<file path="config.mk">
export PLATFORM = sky130hd
export DESIGN_NAME = fw_interface_master
export DESIGN_NICKNAME = d
export VERILOG_FILES = /design/src/rtl/fw_interface_master.sv
export SDC_FILE = /design/constraint.sdc
export NUM_CORES = 1
export LEC_CHECK = 0
export ABC_CLOCK_PERIOD_IN_PS = 4650
export BUFFER_PORTS_ARGS = -buffer_cell sky130_fd_sc_hd__buf_2
export CELL_PAD_IN_SITES_DETAIL_PLACEMENT = 0
export CELL_PAD_IN_SITES_GLOBAL_PLACEMENT = 1
export CORE_ASPECT_RATIO = 1.5
export CORE_MARGIN = 2
export CORE_UTILIZATION = 38
export DETAILED_ROUTE_END_ITERATION = 7
export GPL_TIMING_DRIVEN = 0
export PLACE_DENSITY = 0.77
export SKIP_CTS_REPAIR_TIMING = 1
export SLEW_MARGIN = 0
export SYNTH_ARGS = -nofsm -noshare
export SYNTH_HDL_FRONTEND = slang
export SYNTH_SLANG_ARGS = --single-unit
</file>
<file path="constraint.sdc">
create_clock -name wb_clk_i -period 4.65 [get_ports wb_clk_i]
set_clock_uncertainty 0.1 [all_clocks]
set_input_delay 0 -clock wb_clk_i [delete_from_list [all_inputs] [get_ports wb_clk_i]]
set_output_delay 0 -clock wb_clk_i [all_outputs]
set_load 0.01 [all_outputs]
</file>
<file path="src/rtl/fw_interface_master.sv">
// fw_interface_master: Wishbone classic single-cycle bus initiator.
//
// Takes one read or write at a time on a valid/ready command port, runs the
// Wishbone cycle, retries after rty (with a one-cycle gap between attempts),
// aborts an attempt that sees no termination within TIMEOUT cycles, and
// returns read data plus a completion status on a valid/ready response port.
//
// Parameters:
//   TIMEOUT    cycles an attempt may wait for ack/err/rty (2..65535)
//   MAX_RETRY  extra attempts allowed after rty (0 = single attempt)
//
// Ports:
//   wb_clk_i, wb_rst_i          clock, asynchronous active-high reset
//   cmd_valid_i/cmd_ready_o     command handshake
//   cmd_we_i/adr_i/dat_i/sel_i  command fields
//   rsp_valid_o/rsp_ready_i     response handshake
//   rsp_dat_o                   read data (0 for writes and failures)
//   rsp_status_o                0 OK, 1 ERR, 2 RETRY_EXHAUSTED, 3 TIMEOUT
//   rsp_retries_o               rty terminations seen (saturates at 255)
//   wb_*_o / wb_*_i             Wishbone initiator signals
module fw_interface_master #(
  parameter int unsigned TIMEOUT   = 256,
  parameter int unsigned MAX_RETRY = 3
) (
  input  logic        wb_clk_i,
  input  logic        wb_rst_i,
  // Command port
  input  logic        cmd_valid_i,
  output logic        cmd_ready_o,
  input  logic        cmd_we_i,
  input  logic [31:0] cmd_adr_i,
  input  logic [31:0] cmd_dat_i,
  input  logic [3:0]  cmd_sel_i,
  // Response port
  output logic        rsp_valid_o,
  input  logic        rsp_ready_i,
  output logic [31:0] rsp_dat_o,
  output logic [1:0]  rsp_status_o,
  output logic [7:0]  rsp_retries_o,
  // Wishbone initiator
  output logic [31:0] wb_adr_o,
  output logic [31:0] wb_dat_o,
  output logic [3:0]  wb_sel_o,
  output logic        wb_we_o,
  output logic        wb_cyc_o,
  output logic        wb_stb_o,
  output logic [2:0]  wb_cti_o,
  output logic [1:0]  wb_bte_o,
  input  logic [31:0] wb_dat_i,
  input  logic        wb_ack_i,
  input  logic        wb_err_i,
  input  logic        wb_rty_i
);

  localparam logic [1:0] StatusOk      = 2'd0;
  localparam logic [1:0] StatusErr     = 2'd1;
  localparam logic [1:0] StatusRtyExh  = 2'd2;
  localparam logic [1:0] StatusTimeout = 2'd3;

  // Last timeout-counter value of an attempt; the counter starts at 0 in the
  // first bus cycle, so aborting here holds cyc/stb for exactly TIMEOUT cycles.
  localparam logic [15:0] TmoLast = 16'(TIMEOUT - 1);

  typedef enum logic [1:0] {StIdle, StBus, StBackoff, StResp} state_e;

  state_e      state_q;
  logic [15:0] tmo_q;
  logic [7:0]  retry_q;

  logic [7:0]  retry_inc;
  logic        retry_allowed;
  logic        bus_active;

  assign wb_cti_o = 3'b000;
  assign wb_bte_o = 2'b00;

  always_comb begin
    retry_inc     = (retry_q == 8'hFF) ? 8'hFF : retry_q + 8'd1;
    retry_allowed = ({24'd0, retry_inc} <= MAX_RETRY);
    // Terminations only count while the cycle is actually on the bus.
    bus_active    = wb_cyc_o & wb_stb_o;
  end

  always_ff @(posedge wb_clk_i or posedge wb_rst_i) begin
    if (wb_rst_i) begin
      state_q       <= StIdle;
      tmo_q         <= 16'd0;
      retry_q       <= 8'd0;
      cmd_ready_o   <= 1'b0;
      rsp_valid_o   <= 1'b0;
      rsp_dat_o     <= 32'd0;
      rsp_status_o  <= StatusOk;
      rsp_retries_o <= 8'd0;
      wb_adr_o      <= 32'd0;
      wb_dat_o      <= 32'd0;
      wb_sel_o      <= 4'd0;
      wb_we_o       <= 1'b0;
      wb_cyc_o      <= 1'b0;
      wb_stb_o      <= 1'b0;
    end else begin
      unique case (state_q)
        StIdle: begin
          // Registered ready: low on the first edge after reset release.
          cmd_ready_o <= 1'b1;
          if (cmd_valid_i && cmd_ready_o) begin
            wb_we_o     <= cmd_we_i;
            wb_adr_o    <= cmd_adr_i;
            wb_dat_o    <= cmd_dat_i;
            wb_sel_o    <= cmd_sel_i;
            retry_q     <= 8'd0;
            tmo_q       <= 16'd0;
            cmd_ready_o <= 1'b0;
            wb_cyc_o    <= 1'b1;
            wb_stb_o    <= 1'b1;
            state_q     <= StBus;
          end
        end

        StBus: begin
          if (bus_active) begin
            // err > rty > ack; any termination beats a same-cycle timeout.
            if (wb_err_i) begin
              wb_cyc_o      <= 1'b0;
              wb_stb_o      <= 1'b0;
              rsp_dat_o     <= 32'd0;
              rsp_status_o  <= StatusErr;
              rsp_retries_o <= retry_q;
              rsp_valid_o   <= 1'b1;
              state_q       <= StResp;
            end else if (wb_rty_i) begin
              retry_q  <= retry_inc;
              wb_cyc_o <= 1'b0;
              wb_stb_o <= 1'b0;
              if (retry_allowed) begin
                state_q <= StBackoff;
              end else begin
                rsp_dat_o     <= 32'd0;
                rsp_status_o  <= StatusRtyExh;
                rsp_retries_o <= retry_inc;
                rsp_valid_o   <= 1'b1;
                state_q       <= StResp;
              end
            end else if (wb_ack_i) begin
              wb_cyc_o      <= 1'b0;
              wb_stb_o      <= 1'b0;
              rsp_dat_o     <= wb_we_o ? 32'd0 : wb_dat_i;
              rsp_status_o  <= StatusOk;
              rsp_retries_o <= retry_q;
              rsp_valid_o   <= 1'b1;
              state_q       <= StResp;
            end else if (tmo_q == TmoLast) begin
              wb_cyc_o      <= 1'b0;
              wb_stb_o      <= 1'b0;
              rsp_dat_o     <= 32'd0;
              rsp_status_o  <= StatusTimeout;
              rsp_retries_o <= retry_q;
              rsp_valid_o   <= 1'b1;
              state_q       <= StResp;
            end else begin
              tmo_q <= tmo_q + 16'd1;
            end
          end
        end

        StBackoff: begin
          // One idle bus cycle, then a fresh attempt with the same command.
          tmo_q    <= 16'd0;
          wb_cyc_o <= 1'b1;
          wb_stb_o <= 1'b1;
          state_q  <= StBus;
        end

        StResp: begin
          if (rsp_ready_i) begin
            rsp_valid_o <= 1'b0;
            cmd_ready_o <= 1'b1;
            state_q     <= StIdle;
          end
        end

        default: state_q <= StIdle;
      endcase
    end
  end

endmodule

</file>
# Yosys cells after proc, flatten, opt, wreduce, memory -nomap -nowiden
# Cells that the tools add are included.
# W data, S select, Z words.
[word_totals]
rom_bits = 0
latch_bits = 0
in_bits = 108
output_inout_bits = 120
elab_cells = 102
memories = 0
ramBits = 0
register_bits = 140
[op_classes]
n_eq_ne = 16
shift = 0
addsub = 2
div_mod_pow = 0
order_cmp = 1
reduce_logical = 15
muxes = 55
n_bitwise = 0
mul = 0
[op_table]
columns = ["cell", "n"]
rows = [
  ["$mux W32", 6],
  ["$mux W16", 6],
  ["$mux W8", 10],
  ["$pmux W16 S3", 1],
  ["$mux W2", 11],
  ["$add A16 B1 Y16 const B", 1],
  ["$eq A16 B8 Y1 const B", 1],
  ["$mux W1", 16],
  ["$ne A2 B2 Y1 const B", 8],
  ["$pmux W8 S2", 1],
  ["$reduce_and A4 Y1", 3],
  ["$reduce_and A5 Y1", 2],
  ["$add A8 B1 Y8 const B", 1],
  ["$eq A8 B8 Y1 const B", 1],
  ["$le A8 B2 Y1 const B", 1],
  ["$pmux W2 S4", 1],
  ["$reduce_and A7 Y1", 1],
  ["$reduce_bool A2 Y1", 3],
  ["$ne A5 B5 Y1 const B", 1],
  ["$eq A2 B2 Y1 const B", 2],
  ["$ne A4 B4 Y1 const B", 1],
  ["$pmux W1 S2", 2],
  ["$reduce_and A2 Y1", 2],
  ["$reduce_bool A4 Y1", 1],
  ["6 further kinds", 6],
]

# Logic depth before layout (Yosys ltp)
# Gate-level depths: netlist of run 1.
[depth]
ltp_word = 8
depth_mapped = 9

# Worst setup path before layout of run 1
# OpenSTA, ideal clock, no wires.
[synth_path]
path_kind = "flip-flop to flip-flop"
startpoint = "reg retry_q[0]"
endpoint = "reg rsp_retries_o[1]"
slack_ns = 2.414
required_ns = 4.425
stages_incl_launch_ff = 9
arrival_time_ns = 2.011
path_buffers = 2
synth_period_minus_slack_ns = 2.236
path_cell_list = "dfrtp_1 > ha_1 > and2_1 > a21o_1 > a41o_1 > or2_1 > buf_2 > buf_6 > mux2_4"
[synth_between]
elab_chain_cells = 5
elab_cells_between_ends = 9
[synth_lines]
columns = ["item", "line", "text"]
rows = [
  ["from (decl)", "68", "logic [7:0] retry_q;"],
  ["from (signal assigned)", "131", "retry_q <= retry_inc;"],
  ["$add A8 B1 Y8 or $eq A8 B8 Y1 (tied branches)", "78", "retry_inc = (retry_q == 8'hFF) ? 8'hFF : retry_q + 8'd1;"],
  ["$mux W8 *", "78", ""],
  ["$le A8 B2 Y1 or $mux W8 (tied branches)", "79, 134", ""],
  ["$ne A3 B3 Y1 (no line) or $mux W8 (tied branches)", "-", ""],
  ["$reduce_and A4 Y1 (no line) or $mux W8 (tied branches)", "-", ""],
  ["to (signal assigned)", "127", "rsp_retries_o <= retry_q;"],
  ["to (signal assigned)", "139", "rsp_retries_o <= retry_inc;"],
  ["to (signal assigned)", "148", "rsp_retries_o <= retry_q;"],
  ["to (decl)", "39", "output logic [7:0] rsp_retries_o,"],
]
# Every way passes the cells marked *; elsewhere a longest branch is shown, timed or not. The select of a mux whose other input is x is not followed.
# A chain may end at the register's enable or synchronous reset.

# Final worst setup path of run 1
[layout_path]
startpoint = "reg state_q[1]"
endpoint = "reg rsp_dat_o[14]"
[layout_between]
elab_chain_cells = 2
[layout_lines]
columns = ["item", "line", "text"]
rows = [
  ["from (decl)", "66", "state_e state_q;"],
  ["from (signal assigned)", "86", "state_q <= StIdle;"],
  ["from (signal assigned)", "115", "state_q <= StBus;"],
  ["from (signal assigned)", "129", "state_q <= StResp;"],
  ["$eq A2 B1 Y1", "101", "unique case (state_q)"],
  ["$reduce_and A4 Y1 (no line)", "-", ""],
  ["to (signal assigned)", "146", "rsp_dat_o <= wb_we_o ? 32'd0 : wb_dat_i;"],
  ["to (decl)", "37", "output logic [31:0] rsp_dat_o,"],
]
# No other way between the ends.

==> impl_metrics.tcl, run 1 <==
set metrics [dict create \
    met2_length_um 9310 \
    synth.yosys.seq_area_share_pct 59.6 \
    worst_setup_path_end_kind "register" \
    worstHoldPathType "in -> async" \
    synth_common_cells "140 x dfrtp_1, 71 x mux2_2, 33 x a22o_1" \
    dp_hpwl_um 11700 \
    die_w_um 106 \
    grt-ovfl-total 0 \
    vias 5050 \
    synth_edf_count 0 \
    wl_met3_um 973 \
    pre_cts_slack_ns 1.96 \
    slowest_delay_ns 0.96 \
    drv_cap 0 \
    critPathRequiredTime_ns 4.90 \
    worstSetupPathType "reg -> reg" \
    finalSetupTns_ns 0 \
    dr.first_iter.drc_count 210 \
    synthTopCellsByArea "dfrtp_1 60%, mux2_2 14%, a22o_1 4.9%, nor2_1 1.9%, nand2_1 1.4%" \
    initial_core_util_pct 38.9 \
    synth_cell_types 47 \
    grt_pass1_wl_um 24500 \
    syn_avg_cell_area_um2 12.8 \
    drt.antenna.violating_nets 0 \
    viasPerCell 4.92 \
    switching_share_pct 32.3 \
    start_kind "register" \
    worst_slack_ns 2.05 \
    worstPathMaxFanout 10 \
    r2r-start "state_q[1]$_DFFE_PP0P_" \
    finalMaxSlewViolations 0 \
    nNetsFinal 925 \
    final-setup-viol-count 0 \
    root_buffer "clkbuf_16" \
    synthCells 461 \
    antenna_found_initial 0 \
    p_leak_uw 0.00441 \
    period_share_pct 55.9 \
    p_seq_share_pct 38.0 \
    post-synth-top-count-cell "dfrtp_1" \
    rr_worst_depth 5 \
    startpoint "state_q[1]$_DFFE_PP0P_" \
    drt-total-wl_um 17300 \
    endpoint "rsp_dat_o[14]$_DFFE_PP0P_" \
    cts_made_buffers 17 \
    grt_setup_unrepaired "no" \
    io_buffers 222 \
    place_area_um2 7290 \
    crit_chain "buf_2, nand3b_1, nor4_1, clkbuf_1, a22o_1" \
    cellPowerDensity_nw_per_um2 561 \
    die_h_um 156 \
    cp.arrival_ns 2.85 \
    gp_congestion 0.851 \
    layout_min_cycle_time_ns 2.60 \
    wl_per_cell_um 16.8 \
    clock_latency_ns 0.41 \
    coreArea_um2 15100 \
    ys_warn_count 0 \
    drc 0 \
    rr_endpoint "rsp_dat_o[14]$_DFFE_PP0P_" \
    reg2reg_slack_ns 2.05 \
    clock_path_buffers 2 \
    ios 228 \
    post-route-cell-area_um2 8990 \
    ys_ff_latch 140 \
    dr.pass1.iters 4 \
    dieArea_um2 16500 \
    p_comb_share_pct 33.4 \
    cts_max_level 4 \
    irDropWorstVdd_v 0.000348 \
    synth.largest_area_cell "dfrtp_1" \
    ys.flop_type "dfrtp_1" \
    areaGrowthSynthToFinish_pct 52.8 \
    grt_pass1_vias 4822 \
    max_freq_ghz 0.385 \
    clkTransAtPathRegs_ns 0.06 \
    finalHoldViolCount 0 \
    worst_pin_slew_ns 1.11 \
    drive_gt1_share_pct 42.9 \
    status "complete, no violations" \
    power_frac_clock_pct 28.5 \
    topRoutingLayerUsed "met4" \
    insertedDiodeCount 0 \
    p_switching_uw 1630 \
    relSlewSlack_pct 25.3 \
    synth_top_area_share_pct 59.6 \
    rows 55 \
    tritoncts "done" \
    cp_slowest_cell "nor4_1" \
    met1_length_um 6510 \
    grtUsageTotal_pct 19.1 \
    grt_max_degree 80 \
    cts_sinks 140 \
    synth_area_um2 5880 \
    p_int_uw 3420 \
    async_flop_share_pct 100 \
]
==> logic make-up (layout without fill, tap and decap cells) <==
logic type | Yosys count | in the layout | share of synthesized area (%)
other cells | 1 | 5 | 0.0638
buf+inv | 38 | 400 | 3.15
fa+ha+maj | 2 | 2 | 0.425
flops | 140 | 140 | 59.6
simple gates | 109 | 109 | 9.85
compound gates | 80 | 80 | 9.74
xor+xnor | 10 | 10 | 1.49
mux | 81 | 81 | 15.7
==> cell usage in the layout, fill, tap and decap left out, types with 15 or more instances in the layout <==
cell           netlist  routed
dlygate4sd3_1        0     108
o21ai_0             15      15
nor2_1              29      29
nand2_1             22      22
buf_2               10     232
mux2_2              71      71
clkbuf_1            15      16
a22o_1              33      33
dfrtp_1            140     140
a21oi_1             15      15
clkbuf_16            0      17
==> flip-flops by register name, indices dropped and copies added (netlist names) <==
name and flops:
rsp_dat_o 32, wb_adr_o 32, wb_dat_o 32, tmo_q 16, retry_q 8, rsp_retries_o 8
wb_sel_o 4, rsp_status_o 2, state_q 2, cmd_ready_o 1, rsp_valid_o 1, wb_stb_o 1
wb_we_o 1
==> per-layer routing <==
| layer | track usage (%) | vias to the layer above |
|---|---|---|
| met2 | 32.6 | 190 |
| met1 | 21.6 | 2467 |
| met4 | 8.58 | 0 |
| li1 | - | 2361 |
| met3 | 6.33 | 32 |
| met5 | 0 | - |
==> power by group through the flow <==
stage,logic [uW],clock network (uW),registers (uW)
floorplan,722,0,2100
global placement,1570,0,1900
detailed placement,1610,0,1920
CTS,1610,1470,1910
global route,1820,1520,1980
finish,1690,1440,1920
==> worst min path at each step <==
stage                 startpoint                   endpoint
finish                  wb_rst_i   wb_adr_o[20]$_DFFE_PP0P_
global route            wb_rst_i   wb_adr_o[20]$_DFFE_PP0P_
CTS                     wb_rst_i   wb_adr_o[20]$_DFFE_PP0P_
detailed placement      wb_rst_i   wb_adr_o[20]$_DFFE_PP0P_
global placement    wb_dat_i[26]  rsp_dat_o[26]$_DFFE_PP0P_
floorplan           wb_dat_i[19]  rsp_dat_o[19]$_DFFE_PP0P_
==> per-stage QoR <==
step	std cells	utilization (%)	power (uW)	hold slack [ns]
detailed placement	887	48.1	3530	0.0208
floorplan	465	-	2820	0.0325
global placement	886	47.9	3470	0.119
global route	1026	59.4	5310	0.182
finish	1026	59.4	5040	0.134
CTS	918	52.2	4990	-0.428
==> worst max-delay path, delay by kind of cell, from the launching register on <==
family / cells / cell delay, ns
flip-flops: 1 / 0.35
buffers and inverters: 2 / 0.62
AO/OA/AOI/OAI: 1 / 0.22
AND/OR/NAND/NOR: 2 / 1.25
==> cell type report <==
cell class / instances / area (um2)
Timing Repair Buffer: 331 / 2220
Fill cell: 1251 / 6150
Sequential cell: 140 / 3500
Clock buffer: 18 / 429
Clock inverter: 13 / 190
Buffer: 32 / 163
Inverter: 6 / 27.5
Tap cell: 199 / 249
Multi-Input combinational cell: 287 / 2210
Note: power is estimated with default switching activity, not from simulation.
==> run 2, diff against run 1 <==
Settings changed: ABC_AREA set to 1, ABC_CLOCK_PERIOD_IN_PS 4650 to 2400, CORE_UTILIZATION 38 to 37.
Clock period 4.65 ns to 2.4 ns, I/O delays scaled along.
==> impl_metrics.tcl, run 2 <==
set metrics [dict create \
    nNetsFinal 1163 \
    min_to "wb_stb_o$_DFFE_PP0P_" \
    initial_core_util_pct 37.8 \
    post_layout_nonfiller_instances 1280 \
    post-synth-top-count-cell "nand2_1" \
    layout_min_cycle_time_ns 2.26 \
    ys.flop_type "dfrtp_1" \
    clock_path_buffers 2 \
    synth_fa_ha_area_share_pct 0.382 \
    max_freq_ghz 0.442 \
    tritoncts "done" \
    grt_max_degree 42 \
    syn_avg_cell_area_um2 9.45 \
    clock_latency_ns 0.42 \
    critPathRequiredTime_ns 2.65 \
    r2r-start "tmo_q[0]$_DFFE_PP0P_" \
    synth_compound_area_share_pct 3.45 \
    reg2reg_slack_ns 0.14 \
    synth.yosys.seq_area_share_pct 53.4 \
    rows 59 \
    worstSetupPathType "reg -> reg" \
    clkTransAtPathRegs_ns 0.06 \
    dp_hpwl_um 14500 \
    ios 228 \
    root_buffer "clkbuf_16" \
    cts_made_buffers 17 \
    yosys.area_share.simple_pct 22.2 \
    synth_top_area_share_pct 53.4 \
    grt_pass1_wl_um 30000 \
    worstHoldPathType "in -> reg" \
    die_h_um 167 \
    start_kind "register" \
    finalMaxSlewViolations 0 \
    worst_setup_path_end_kind "register" \
    crit_buf_inv 1 \
    cellPowerDensity_nw_per_um2 1110 \
    ys_ff_latch 140 \
    period_share_pct 94.3 \
    cp.arrival_ns 2.51 \
    viasPerCell 4.83 \
    vias 6185 \
    synth_xor_xnor_area_share_pct 1.07 \
    top_regs "rsp_dat_o x32, wb_adr_o x32, wb_dat_o x32" \
    dr.pass1.iters 5 \
    min-delay-start "cmd_valid_i" \
    coreArea_um2 17300 \
    relSlewSlack_pct 58.9 \
    synth_common_cells "162 x nand2_1, 140 x dfrtp_1, 69 x mux2_2" \
    synth_cell_types 32 \
    dieArea_um2 18800 \
    grt-ovfl-total 0 \
    p_leak_uw 0.00509 \
    mostFrequentLayoutCell "buf_2" \
    drt.antenna.violating_nets 0 \
    synthCells 694 \
    slowest_delay_ns 0.45 \
    layout_common_cells "238 x buf_2, 161 x nand2_1, 140 x dfrtp_1" \
    io_buffers 222 \
    drv_cap 0 \
    muxShareOfSynthArea_pct 11.8 \
    dr.first_iter.drc_count 371 \
    areaGrowthSynthToFinish_pct 48.8 \
    min_path_cells 6 \
    drive_gt1_share_pct 35.1 \
    drt-total-wl_um 20800 \
    cp_slowest_cell "dfrtp_1" \
    rr_endpoint "rsp_retries_o[1]$_DFFE_PP0P_" \
    worst_pin_slew_ns 0.617 \
    synth_edf_count 0 \
    rr_worst_depth 8 \
    final-setup-viol-count 0 \
    cts_sinks 140 \
    wl_per_cell_um 16.2 \
    fin_total_pwr_uw 10800 \
    async_flop_share_pct 100 \
    gp_congestion 0.822 \
    antenna_found_initial 0 \
    synth_top_family_by_area "simple AND/OR/NAND/NOR gates" \
    die_w_um 113 \
    grt_pass1_vias 5666 \
    irDropWorstVdd_v 0.000666 \
    synth_area_um2 6560 \
    cts_max_level 4 \
    ys_warn_count 0 \
    drc 0 \
    worstPathMaxFanout 10 \
    cp_top_family "simple AND/OR/NAND/NOR gates" \
    status "complete, no violations" \
    crit_chain "ha_2, nand3_1, nor3_2, nand2_2, a21oi_4, clkbuf_4, nand4_1, nand2_1" \
    grtUsageTotal_pct 20.3 \
    synth.largest_area_cell "dfrtp_1" \
    synthTopCellsByArea "dfrtp_1 53%, mux2_2 12%, nand2_1 9.3%, nand4_1 4.9%, inv_1 3.8%" \
    dpl.cell_count 1137 \
    finalHoldViolCount 0 \
]
-- run 2: cell count changes in the layout (fill, tap and decap cells not counted), sizes merged, moves of 7 or more --
cell | before | now
nand4 | 6 | 51
buf | 240 | 257
a22o | 33 | 0
nand2 | 22 | 165
clkbuf | 33 | 26
o21ai | 15 | 29
a21oi | 15 | 7
and3 | 7 | 0
inv | 8 | 77
nor2 | 29 | 67
mux2 | 76 | 69
nand3 | 13 | 36
-- run 2: power by group --
group	switching, uW	internal, uW	total [uW]
Clock	1160	1590	2750
Combinational	2470	1820	4290
Sequential	529	3270	3790
-- run 2: kinds of logic after synthesis --
logic type	after synthesis
DFF	140
xor gates and xnor gates	8
other	1
and+or+nand+nor	325
buffers and inverters	108
AOI/OAI and AO/OA	41
muxes	69
adders and majority gates	2
-- run 2: metal layers --
layer / up-vias / routed length [um] / track usage, %
met5: - / 0 / 0
met4: 0 / 495 / 8.06
met3: 30 / 855 / 3.97
met2: 186 / 11500 / 37.4
met1: 2984 / 7940 / 22.6
li1: 2985 / - / -
-- run 2: worst max-delay path by stage --
stage / cells past startpoint / end / slack, ns / from
floorplan: 1 / cmd_ready_o$_DFFE_PP0P_ / 0.55 / wb_rst_i
global placement: 2 / tmo_q[12]$_DFFE_PP0P_ / -0.44 / wb_rst_i
detailed placement: 8 / rsp_retries_o[1]$_DFFE_PP0P_ / 0.1 / tmo_q[0]$_DFFE_PP0P_
CTS: 8 / rsp_retries_o[1]$_DFFE_PP0P_ / 0.06 / tmo_q[0]$_DFFE_PP0P_
global route: 9 / rsp_dat_o[22]$_DFFE_PP0P_ / -0.003 / tmo_q[0]$_DFFE_PP0P_
finish: 8 / rsp_retries_o[1]$_DFFE_PP0P_ / 0.14 / tmo_q[0]$_DFFE_PP0P_
-- run 2: layout make-up --
type / instances / area [um2]
buffer: 39 / 241
clock inverter: 15 / 193
clock buffer: 17 / 425
tap: 213 / 267
fill: 1527 / 7590
inverter: 69 / 263
antenna: 1 / 2.50
sequential: 140 / 3500
multi-input combinational: 450 / 2580
timing repair buffer: 336 / 2290
-- run 2: worst register-to-register path: cells and delay by family (launching register included) --
kind / cells / cell delay, ns
AOI/OAI and AO/OA: 1 / 0.30
adders and majority gates: 1 / 0.26
buffers and inverters: 1 / 0.29
DFF: 1 / 0.45
and+or+nand+nor: 5 / 0.80
-- run 2: stage by stage --
stage	hold slack [ns]	setup WS (ns)	cell area [um2]	TNS (ns)	utilization [%]
floorplan	0.0506	0.551	6580	0	-
global placement	0.132	-0.440	7960	-60.52	45.9
detailed placement	-0.0184	0.0987	8040	0	46.3
CTS	-0.469	0.0648	8650	0	49.9
global route	0.105	-0.00272	9760	-0.00272	56.3
finish	0.0367	0.136	9760	0	56.3
